### config.mk
export PLATFORM = sky130hd
export DESIGN_NAME = mem_port_arbiter2
export DESIGN_NICKNAME = d
export VERILOG_FILES = /design/src/rtl/mem_port_arbiter2.sv
export SDC_FILE = /design/constraint.sdc
export NUM_CORES = 1
export LEC_CHECK = 0
export BUFFER_PORTS_ARGS = -buffer_cell sky130_fd_sc_hd__buf_2
export CAP_MARGIN = 40
export CORE_MARGIN = 3
export CORE_UTILIZATION = 40
export CTS_CLUSTER_SIZE = 24
export DETAILED_ROUTE_END_ITERATION = 8
export GPL_TIMING_DRIVEN = 0
export PLACE_DENSITY = 0.86
export SYNTH_ARGS = -nofsm -noshare
export SYNTH_HDL_FRONTEND = slang
export SYNTH_SLANG_ARGS = --single-unit
export TNS_END_PERCENT = 20
### constraint.sdc
create_clock -name clk -period 4.5 [get_ports clk]
set_input_delay 0.45 -clock clk [delete_from_list [all_inputs] [get_ports clk]]
set_output_delay 0.45 -clock clk [all_outputs]
set_load 0.01 [all_outputs]
### src/rtl/mem_port_arbiter2.sv
// Two-requester arbiter for a single memory port: instruction fetch (A) vs load/store (B).
// Holds the grant for a whole transfer, alternates on ties and aborts stalled transfers.
module mem_port_arbiter2 #(
  parameter int WIDTH   = 32,
  parameter int TIMEOUT = 16
) (
  input  logic             clk,
  input  logic             reset,
  input  logic             req_a,
  input  logic [WIDTH-1:0] addr_a,
  input  logic [WIDTH-1:0] wdata_a,
  input  logic             we_a,
  input  logic             req_b,
  input  logic [WIDTH-1:0] addr_b,
  input  logic [WIDTH-1:0] wdata_b,
  input  logic             we_b,
  input  logic             mem_ready,
  input  logic [WIDTH-1:0] mem_rdata,
  output logic             mem_req,
  output logic [WIDTH-1:0] mem_addr,
  output logic [WIDTH-1:0] mem_wdata,
  output logic             mem_we,
  output logic             sel,
  output logic             gnt_a,
  output logic             gnt_b,
  output logic             done_a,
  output logic             done_b,
  output logic [WIDTH-1:0] rdata,
  output logic             err
);

  localparam int CW = $clog2(TIMEOUT);

  typedef enum logic [1:0] {
    IDLE    = 2'd0,
    GRANT_A = 2'd1,
    GRANT_B = 2'd2
  } state_t;

  state_t           state_q, state_d;
  logic [CW-1:0]    wd_q, wd_d;
  logic [WIDTH-1:0] addr_q, addr_d;
  logic [WIDTH-1:0] wdata_q, wdata_d;
  logic [WIDTH-1:0] rdata_q, rdata_d;
  logic             we_q, we_d;
  logic             sel_q, sel_d;
  logic             last_b_q, last_b_d;
  logic             done_a_q, done_a_d;
  logic             done_b_q, done_b_d;
  logic             err_q, err_d;
  logic             req_a_m, req_b_m, timeout;

  // A requester still seeing its own done pulse has not had a chance to drop req yet.
  assign req_a_m = req_a & ~done_a_q;
  assign req_b_m = req_b & ~done_b_q;
  assign timeout = (wd_q == CW'(TIMEOUT - 1));

  always_comb begin
    state_d  = state_q;
    wd_d     = wd_q;
    addr_d   = addr_q;
    wdata_d  = wdata_q;
    we_d     = we_q;
    sel_d    = sel_q;
    rdata_d  = rdata_q;
    last_b_d = last_b_q;
    done_a_d = 1'b0;
    done_b_d = 1'b0;
    err_d    = 1'b0;

    case (state_q)
      IDLE: begin
        if (req_a_m && (!req_b_m || last_b_q)) begin
          state_d = GRANT_A;
          addr_d  = addr_a;
          wdata_d = wdata_a;
          we_d    = we_a;
          sel_d   = 1'b0;
          wd_d    = '0;
        end else if (req_b_m) begin
          state_d = GRANT_B;
          addr_d  = addr_b;
          wdata_d = wdata_b;
          we_d    = we_b;
          sel_d   = 1'b1;
          wd_d    = '0;
        end
      end
      GRANT_A, GRANT_B: begin
        // A late mem_ready on the final watchdog cycle still counts as a normal completion.
        if (mem_ready || timeout) begin
          state_d  = IDLE;
          rdata_d  = mem_ready ? mem_rdata : '0;
          err_d    = ~mem_ready;
          last_b_d = (state_q == GRANT_B);
          done_a_d = (state_q == GRANT_A);
          done_b_d = (state_q == GRANT_B);
        end else begin
          wd_d = wd_q + CW'(1);
        end
      end
      default: state_d = IDLE;
    endcase
  end

  always_ff @(posedge clk or posedge reset) begin
    if (reset) begin
      state_q  <= IDLE;
      wd_q     <= '0;
      addr_q   <= '0;
      wdata_q  <= '0;
      we_q     <= 1'b0;
      sel_q    <= 1'b0;
      rdata_q  <= '0;
      last_b_q <= 1'b1;
      done_a_q <= 1'b0;
      done_b_q <= 1'b0;
      err_q    <= 1'b0;
    end else begin
      state_q  <= state_d;
      wd_q     <= wd_d;
      addr_q   <= addr_d;
      wdata_q  <= wdata_d;
      we_q     <= we_d;
      sel_q    <= sel_d;
      rdata_q  <= rdata_d;
      last_b_q <= last_b_d;
      done_a_q <= done_a_d;
      done_b_q <= done_b_d;
      err_q    <= err_d;
    end
  end

  assign mem_req   = (state_q != IDLE);
  assign gnt_a     = (state_q == GRANT_A);
  assign gnt_b     = (state_q == GRANT_B);
  assign mem_addr  = addr_q;
  assign mem_wdata = wdata_q;
  assign mem_we    = we_q;
  assign sel       = sel_q;
  assign done_a    = done_a_q;
  assign done_b    = done_b_q;
  assign rdata     = rdata_q;
  assign err       = err_q;

endmodule

# Word level (Yosys, flattened, before mapping)

Index checks and enable logic that the tools add are counted.

Flip-flop bits (word level): 108
Bits in latches: 0
RAM bits: 0
Memory bits (read-only): 0
Input bits: 167
Output and inout bits: 104
Word-level logic and storage cells: 59
Memories kept: 0

Add/subtract/negate cells: 1
Multiply operators: 0
Div/mod/pow operators: 0
$lt $le $gt $ge: 0
Eq/ne operators: 6
Shifts and indexed selects: 0
Mux-type cells: 23
Bitwise logic cells: 5
Reduce and logical (&&, ||, !) cells: 13

Operators by type and width:

| cell                | number |
|---|---|
| $mux 32             | 5 |
| $mux 4              | 3 |
| $mux 1              | 10 |
| $pmux 4 s2          | 1 |
| $mux 2              | 3 |
| $reduce_and 2->1    | 3 |
| $reduce_bool 2->1   | 3 |
| $add 4x1->4 const B | 1 |
| $eq 4x4->1 const B  | 1 |
| $ne 2x2->1 const B  | 2 |
| $pmux 2 s2          | 1 |
| $ne 3x3->1 const B  | 1 |
| $not 1->1           | 3 |
| $reduce_and 3->1    | 1 |
| $and 1x1->1         | 2 |
| $eq 2x1->1 const B  | 1 |
| $eq 2x2->1 const B  | 1 |
| $logic_not 2->1     | 1 |
| $logic_or 1x1->1    | 2 |
| $reduce_or 2->1     | 1 |
| $logic_and 1x1->1   | 1 |
| $logic_not 1->1     | 1 |

# Depth between registers and ports, before layout

Gate-level depths: netlist of run 1.

Word-level depth: 7
Depth in mapped cells: 8
Depth with buffers taken out: 6

# Least setup slack after synthesis of run 1

OpenSTA, ideal clock, no wires.

Path kind: register to register
From: register state_q[0]
To: register wd_q[3]
Library setup time: 0.126 ns
Data arrival time: 1.501 ns
Data required time: 4.374 ns
Setup slack: 2.873 ns
Cell stages (with the launch flop): 7
Path buffers: 1
Clock period less this slack: 1.627 ns
Path through: dfrtp_1 inv_1 ha_1 buf_2 nand2b_1 a21o_1 a221o_1

Word-level cells in the longest chain between the ends: 4
Elaborated cells between the ends (all ways): 9
Classes of those cells: eq/ne: 4; mux: 1; reduce/logical: 4

RTL lines:

| item                                                             | RTL line | RTL |
|---|---|---|
| from (decl)                                                      | 40       | `state_t state_q, state_d;` |
| from (signal assigned)                                           | 120      | `state_q <= state_d;` |
| $eq 2x1->1 / $eq 2x2->1 (equally long branches)                  | 71       | `case (state_q)` |
| $reduce_or 2->1                                                  | 71       |  |
| $ne 2x2->1 (no line) / $reduce_bool 2->1 (equally long branches) | -        |  |
| $reduce_and 3->1 (no line)                                       | -        |  |
| to (signal assigned)                                             | 121      | `wd_q <= wd_d;` |
| to (decl)                                                        | 41       | `logic [CW-1:0] wd_q, wd_d;` |

Parallel ways exist; a longest one is shown, timed or not.
A chain may end at the register's enable or synchronous reset.

# Worst setup path in the final report of run 1

From: register state_q[0]
To: register rdata_q[28] (netlist: rdata[28])

Word-level cells in the longest chain between the ends: 3
Elaborated cells between the ends (all ways): 4
Classes of those cells: eq/ne: 2; reduce/logical: 2

RTL lines:

| item                                            | RTL line | RTL |
|---|---|---|
| $eq 2x1->1 / $eq 2x2->1 (equally long branches) | 71       |  |
| $reduce_or 2->1 *                               | 71       |  |
| $reduce_and 2->1 (no line) *                    | -        |  |
| to (signal assigned)                            | 126      | `rdata_q <= rdata_d;` |
| to (decl)                                       | 44       | `logic [WIDTH-1:0] rdata_q, rdata_d;` |

Mark *: on every way between the ends. The rest lies on a longest branch, timed or not.

==> results.yml, run 1 <==
worst_hold_path:
  min_path_type: "in2async"
clocking:
  cts_tree: "yes"
  post-cts-setup-buffers: 0
  clk_latency_ns: 0.36
  ctsResizeCount: 0
  cts-root-buf: "clkbuf_8"
  cts_buffers: 9
  cts_htree_levels: 3
  clk_path_buf_depth: 2
  clkSlewWorstSetupHoldPaths_ns: 0.10
  clock_sinks: 108
  hold_buffers: 0
die:
  core_um2: 10600
  die_w_um: 111
  die_y_um: 111
  num_rows: 37
  dieArea_um2: 12400
  start_util_pct: 41.9
  ios: 271
route:
  drtAntennaViolNets: 0
  wl_per_cell_um: 16.4
  routed_wl_um: 13700
  via_count: 4335
  drtIter0Drc: 320
  avgViaCountPerCell: 5.19
  drcViolationCount: 0
  drt_pass1_iterations: 5
timing:
  timing_worst_slew_pin_value_ns: 0.665
  hold_viol: 0
  drv_slew: 0
  fin_crit_sh_pct: 41.0
  final-setup-viol-count: 0
  fmax_mhz: 543
  relSlewSlack_pct: 55.6
  rsz0062_at_grt: "no"
  finalSetupTns_ns: 0
  min_period_ns: 1.84
  skew_ns: 0.0138
place:
  gp_congestion: 0.955
  portBuffers: 270
  place_area_um2: 5970
  dpl.cell_count: 819
  dpl.hpwl_um: 10700
global_route:
  track_usage_pct: 21.5
  grt_first_pass_wirelength_um: 21600
  grt_pass1_vias: 4386
  grt_max_degree: 58
  overflow: 0
  antenna_found_initial: 1
power:
  p_total_mw: 4.27
  peakVddDrop_mv: 0.385
  p_per_area_nw_per_um2: 690
  leakagePower_nw: 3.51
synth:
  synthCells: 412
  synth-async-reset-ratio_pct: 100
  synthDistinctLibCells: 30
  synth_top_family_by_area: "compound AO/OA/AOI/OAI gates"
  synthFlopType: "dfrtp_1"
  syn_area_um2: 4420
  ys_warn_count: 0
  synth_xor_area_share_pct: 0
  syn_avg_cell_area_um2: 10.7
  ys_ff_latch: 108
  synth.mux.area_fraction_pct: 0.481
  synthSimpleGateAreaFrac_pct: 13.7
  synth_seq_area_share_pct: 61.1
  synth_edf_count: 0
  synthAdderAreaFrac_pct: 1.13
  synth_nets: 583
  synth_compound_area_share_pct: 19.4
finish:
  layout-drive-gt1-share_pct: 45.4
  nets: 865
  stdcell_count: 836
  area_growth_pct: 40.0
  final_common_cell: "buf_2"
  most-common-layout-cells: "291 x buf_2, 135 x nand2_1, 107 x dfrtp_1, 65 x a22oi_1, 32 x a22o_1"
  design_area_um2: 6190
worst_setup_path:
  worstSetupEndpointType: "flip-flop"
  crit_arrival_ns: 2.09
  critPathMaxFanout: 10
  worst-setup-path-type: "reg2reg"
  timing.reg2reg.setup_slack_ns: 2.66
  required_ns: 4.74
  start_kind: "flip-flop"
run_status:
  status: "completed"
job:
  cap_viol_max_count: 0
synth_stat cells, types with 3 or more instances:
| cell type | count | area (µm²) |
|---|---|---|
| dfrtp_1 | 107 | 2680 |
| clkbuf_1 | 5 | 18.8 |
| buf_4 | 4 | 30.0 |
| a21o_1 | 3 | 22.5 |
| a22o_1 | 32 | 280 |
| nand2_1 | 135 | 507 |
| nor2_1 | 4 | 15.0 |
| buf_2 | 21 | 105 |
| inv_1 | 7 | 26.3 |
| ha_1 | 4 | 50.1 |
| a22oi_1 | 65 | 488 |
| nand2b_1 | 3 | 18.8 |
routing by layer:
layer / GRT usage, % / wire (µm)
met1: 26.0 / 5330
met2: 38.1 / 7100
met3: 4.20 / 978
met4: 7.70 / 325
met5: 0 / 0
through the flow:
stage / utilization, % / worst slack [ns] / hold WS [ns]
floorplan: - / 1.21 / 0.507
global route: 58.7 / 2.54 / 0.236
finish: 58.7 / 2.66 / 0.192
global placement: 56.3 / 0.141 / 0.457
detailed placement: 56.6 / 2.67 / 0.479
CTS: 58.6 / 2.66 / 0.192
layout make-up:
type	instances	area (µm²)
antenna	1	2.50
buffer	30	154
clock buffer	10	128
clock inverter	6	87.6
fill	909	4360
inverter	7	28.8
multi-input combinational	267	1540
sequential	108	2700
tap	136	170
timing repair buffer	271	1380
cells by family after synthesis:
group | after synthesis
and+or+nand+nor | 152
AOI/OAI and AO/OA | 109
DFF | 108
buffers and inverters | 37
adders and majority gates | 4
muxes | 2
power breakdown:
part	internal [mW]	total, mW	switching [mW]	leakage (nW)
combinational	0.853	1.94	1.09	2.05
sequential	1.43	1.69	0.263	1.34
clock	0.315	0.639	0.324	0.111
total	2.59	4.27	1.68	3.51
registers in the layout (all words and copies together) (netlist names):
register / flops
done_a: 1
done_b: 1
err: 1
last_b_q: 1
mem_addr: 32
mem_wdata: 32
mem_we: 1
rdata: 32
sel: 1
state_q: 2
wd_q: 4
final timing paths:
check,from,to,cells after the start
setup / recovery,state_q[0],rdata[28],7
hold / removal,reset,mem_wdata[28],2
setup reg to reg,state_q[0],rdata[28],7
hold reg to reg,sel,sel,1
max in group asynchronous,reset,rdata[29],3
min in group clk,wdata_a[1],mem_wdata[1],3
worst max-delay path: stages (launching register included):
cell,delay [ns]
dfrtp_1,0.39
inv_1,0.09
ha_1,0.31
buf_2,0.18
and2_1,0.16
clkbuf_1,0.14
buf_2,0.21
a22o_1,0.25
Power figures use the tool's default switching activity.
==> run 2: changes to the inputs <==
==> constraint.sdc (replaced) <==
create_clock -name clk -period 1.7 [get_ports clk]
set_input_delay 0.17 -clock clk [delete_from_list [all_inputs] [get_ports clk]]
set_output_delay 0.17 -clock clk [all_outputs]
set_load 0.01 [all_outputs]
==> run 2 against run 1 <==
First-iteration DRC count up 18%. Critical endpoint is now wd_q[2]. Register-to-register slack worse by 2.6 ns. Combinational power rose to 2.9 times the previous value. Clock-buffer cell count grew 3. Worst hold slack worse by 0.18 ns. Worst setup slack got worse by 2.6 ns. Cell count is 7.3% higher. Critical path depth is 1 lower.
==> results.yml, run 2 (same netlist as run 1, synthesis figures left out) <==
clocking:
  clkSlewWorstSetupHoldPaths_ns: 0.10
  cts_buffers: 9
  clk_latency_ns: 0.36
  clock_sinks: 108
  cts_tree: "yes"
  clk_path_buf_depth: 2
  cts-root-buf: "clkbuf_8"
  cts_htree_levels: 3
worst_hold_path:
  min_path_type: "in2reg"
finish:
  design_area_um2: 6840
  most-common-layout-cells: "283 x buf_2, 135 x nand2_1, 107 x dfrtp_1, 64 x a22oi_1, 49 x dlygate4sd3_1"
  nets: 925
  layout-drive-gt1-share_pct: 44.1
  final_common_cell: "buf_2"
  fillerInstances: 821
  area_growth_pct: 54.7
run_status:
  status: "completed"
global_route:
  antenna_found_initial: 4
  grt_max_degree: 37
  overflow: 0
  grt_pass1_vias: 4790
  grt_first_pass_wirelength_um: 24600
  track_usage_pct: 24.6
die:
  die_y_um: 111
  ios: 271
  num_rows: 37
  die_w_um: 111
  dieArea_um2: 12400
  core_um2: 10600
  start_util_pct: 41.9
worst_setup_path:
  critPathMaxFanout: 7
  worst-setup-path-type: "reg2reg"
  start_kind: "flip-flop"
  worstSetupEndpointType: "flip-flop"
  crit_arrival_ns: 1.89
  required_ns: 1.95
place:
  gp_congestion: 0.911
  dpl.hpwl_um: 11200
  place_area_um2: 6020
  portBuffers: 270
power:
  clockPowerShare_pct: 12.7
  leakagePower_nw: 3.77
  pwr-share-comb_pct: 48.7
  pwr-share-seq_pct: 38.6
  swShare_pct: 39.9
  p_int_mw: 6.97
  p_total_mw: 11.6
  p_sw_mw: 4.63
  peakVddDrop_mv: 0.836
  p_per_area_nw_per_um2: 1690
route:
  drtIter0Drc: 379
  routed_wl_um: 15600
  drtAntennaViolNets: 0
  via_count: 4654
  avgViaCountPerCell: 5.19
  drt_pass1_iterations: 5
  drcViolationCount: 0
  wl_per_cell_um: 17.4
job:
  cap_viol_max_count: 0
timing:
  rsz0062_at_grt: "no"
  skew_ns: 0.00935
  min_period_ns: 1.63
  timing_worst_slew_pin_value_ns: 0.485
  fin_crit_sh_pct: 96.2
  relSlewSlack_pct: 67.6
  drv_slew: 0
  final-setup-viol-count: 0
  fmax_mhz: 612
  hold_viol: 0
[run 2: cell types whose count changed in the layout (fill, tap and decap cells not counted), sizes merged]
cell / previous run / this run
dlygate4sd3: 0 / 49
diode: 1 / 2
inv: 8 / 6
bufinv: 2 / 0
buf: 296 / 307
clkinvlp: 0 / 2
clkbuf: 15 / 18
clkinv: 3 / 2
[run 2: repair_timing]
action,4_1_cts,5_1_grt
hold buffers,49,0
hold endpoints to repair,67,0
resized for setup,10,15
pin swaps,1,3
setup endpoints to repair,74,92
buffers inserted,5,5
[run 2: critical path, cell delays in order, from the launching register on]
cell and delay (ns):
dfrtp_1 0.41, inv_2 0.10, ha_4 0.21, buf_6 0.12, nand2b_1 0.13, a21o_1 0.22, a221o_1 0.32
[run 2: worst paths after layout]
kind / start / end / slack, ns / cells after the start
setup / recovery: state_q[0] / wd_q[2] / 0.07 / 6
hold / removal: wdata_a[1] / mem_wdata[1] / 0.01 / 3
setup reg to reg: state_q[0] / wd_q[2] / 0.07 / 6
hold reg to reg: sel / sel / 0.50 / 1
max in group asynchronous: reset / rdata[25] / 0.34 / 6
min in group asynchronous: reset / mem_wdata[18] / 0.39 / 3
[run 2: layout make-up]
type | count | area, µm² | share of cell area [%]
well taps | 136 | 170 | 2.49
multi-input cells | 267 | 1590 | 23.3
plain buffers | 29 | 178 | 2.60
flip-flops and latches | 108 | 2700 | 39.5
diodes | 2 | 5.00 | 0.0731
clock inverters | 3 | 21.3 | 0.311
repair buffers | 332 | 1980 | 29.0
clock buffers | 13 | 159 | 2.32
inverters | 7 | 30.0 | 0.439
[run 2: metrics by stage]
stage               hold WS (ns)  setup slack [ns]  TNS [ns]  utilization, %  std cells
floorplan                  0.240            0.0725         0               -        412
global placement           0.360            -0.419    -44.89            56.4        818
detailed placement         0.220            -0.101     -4.32            57.0        821
CTS                     0.000270          -0.00286  -0.00309            64.0        890
global route             0.00225            0.0106         0            64.8        897
finish                    0.0134            0.0653         0            64.8        897
[run 2: power by group through the flow]
stage                     Clock [mW]  Combinational [mW]  Sequential, mW
after global placement             0                5.05            4.39
after floorplan                    0                2.52            4.96
after CTS                       1.51                5.47            4.43
after detailed placement           0                5.25            4.45
after global routing            1.60                6.15            4.60
final                           1.48                5.65            4.47
[run 2: metal layers]
metal  track usage, %  wire, µm  share of wire [%]  vias to the layer above
met2             44.5      8190                 52                      232
met3             5.46      1100                7.1                       44
li1                 -         -                  -                     2124
met1             28.2      5790                 37                     2250
met4             9.25       500                3.2                        4
met5                0        27               0.17                        -
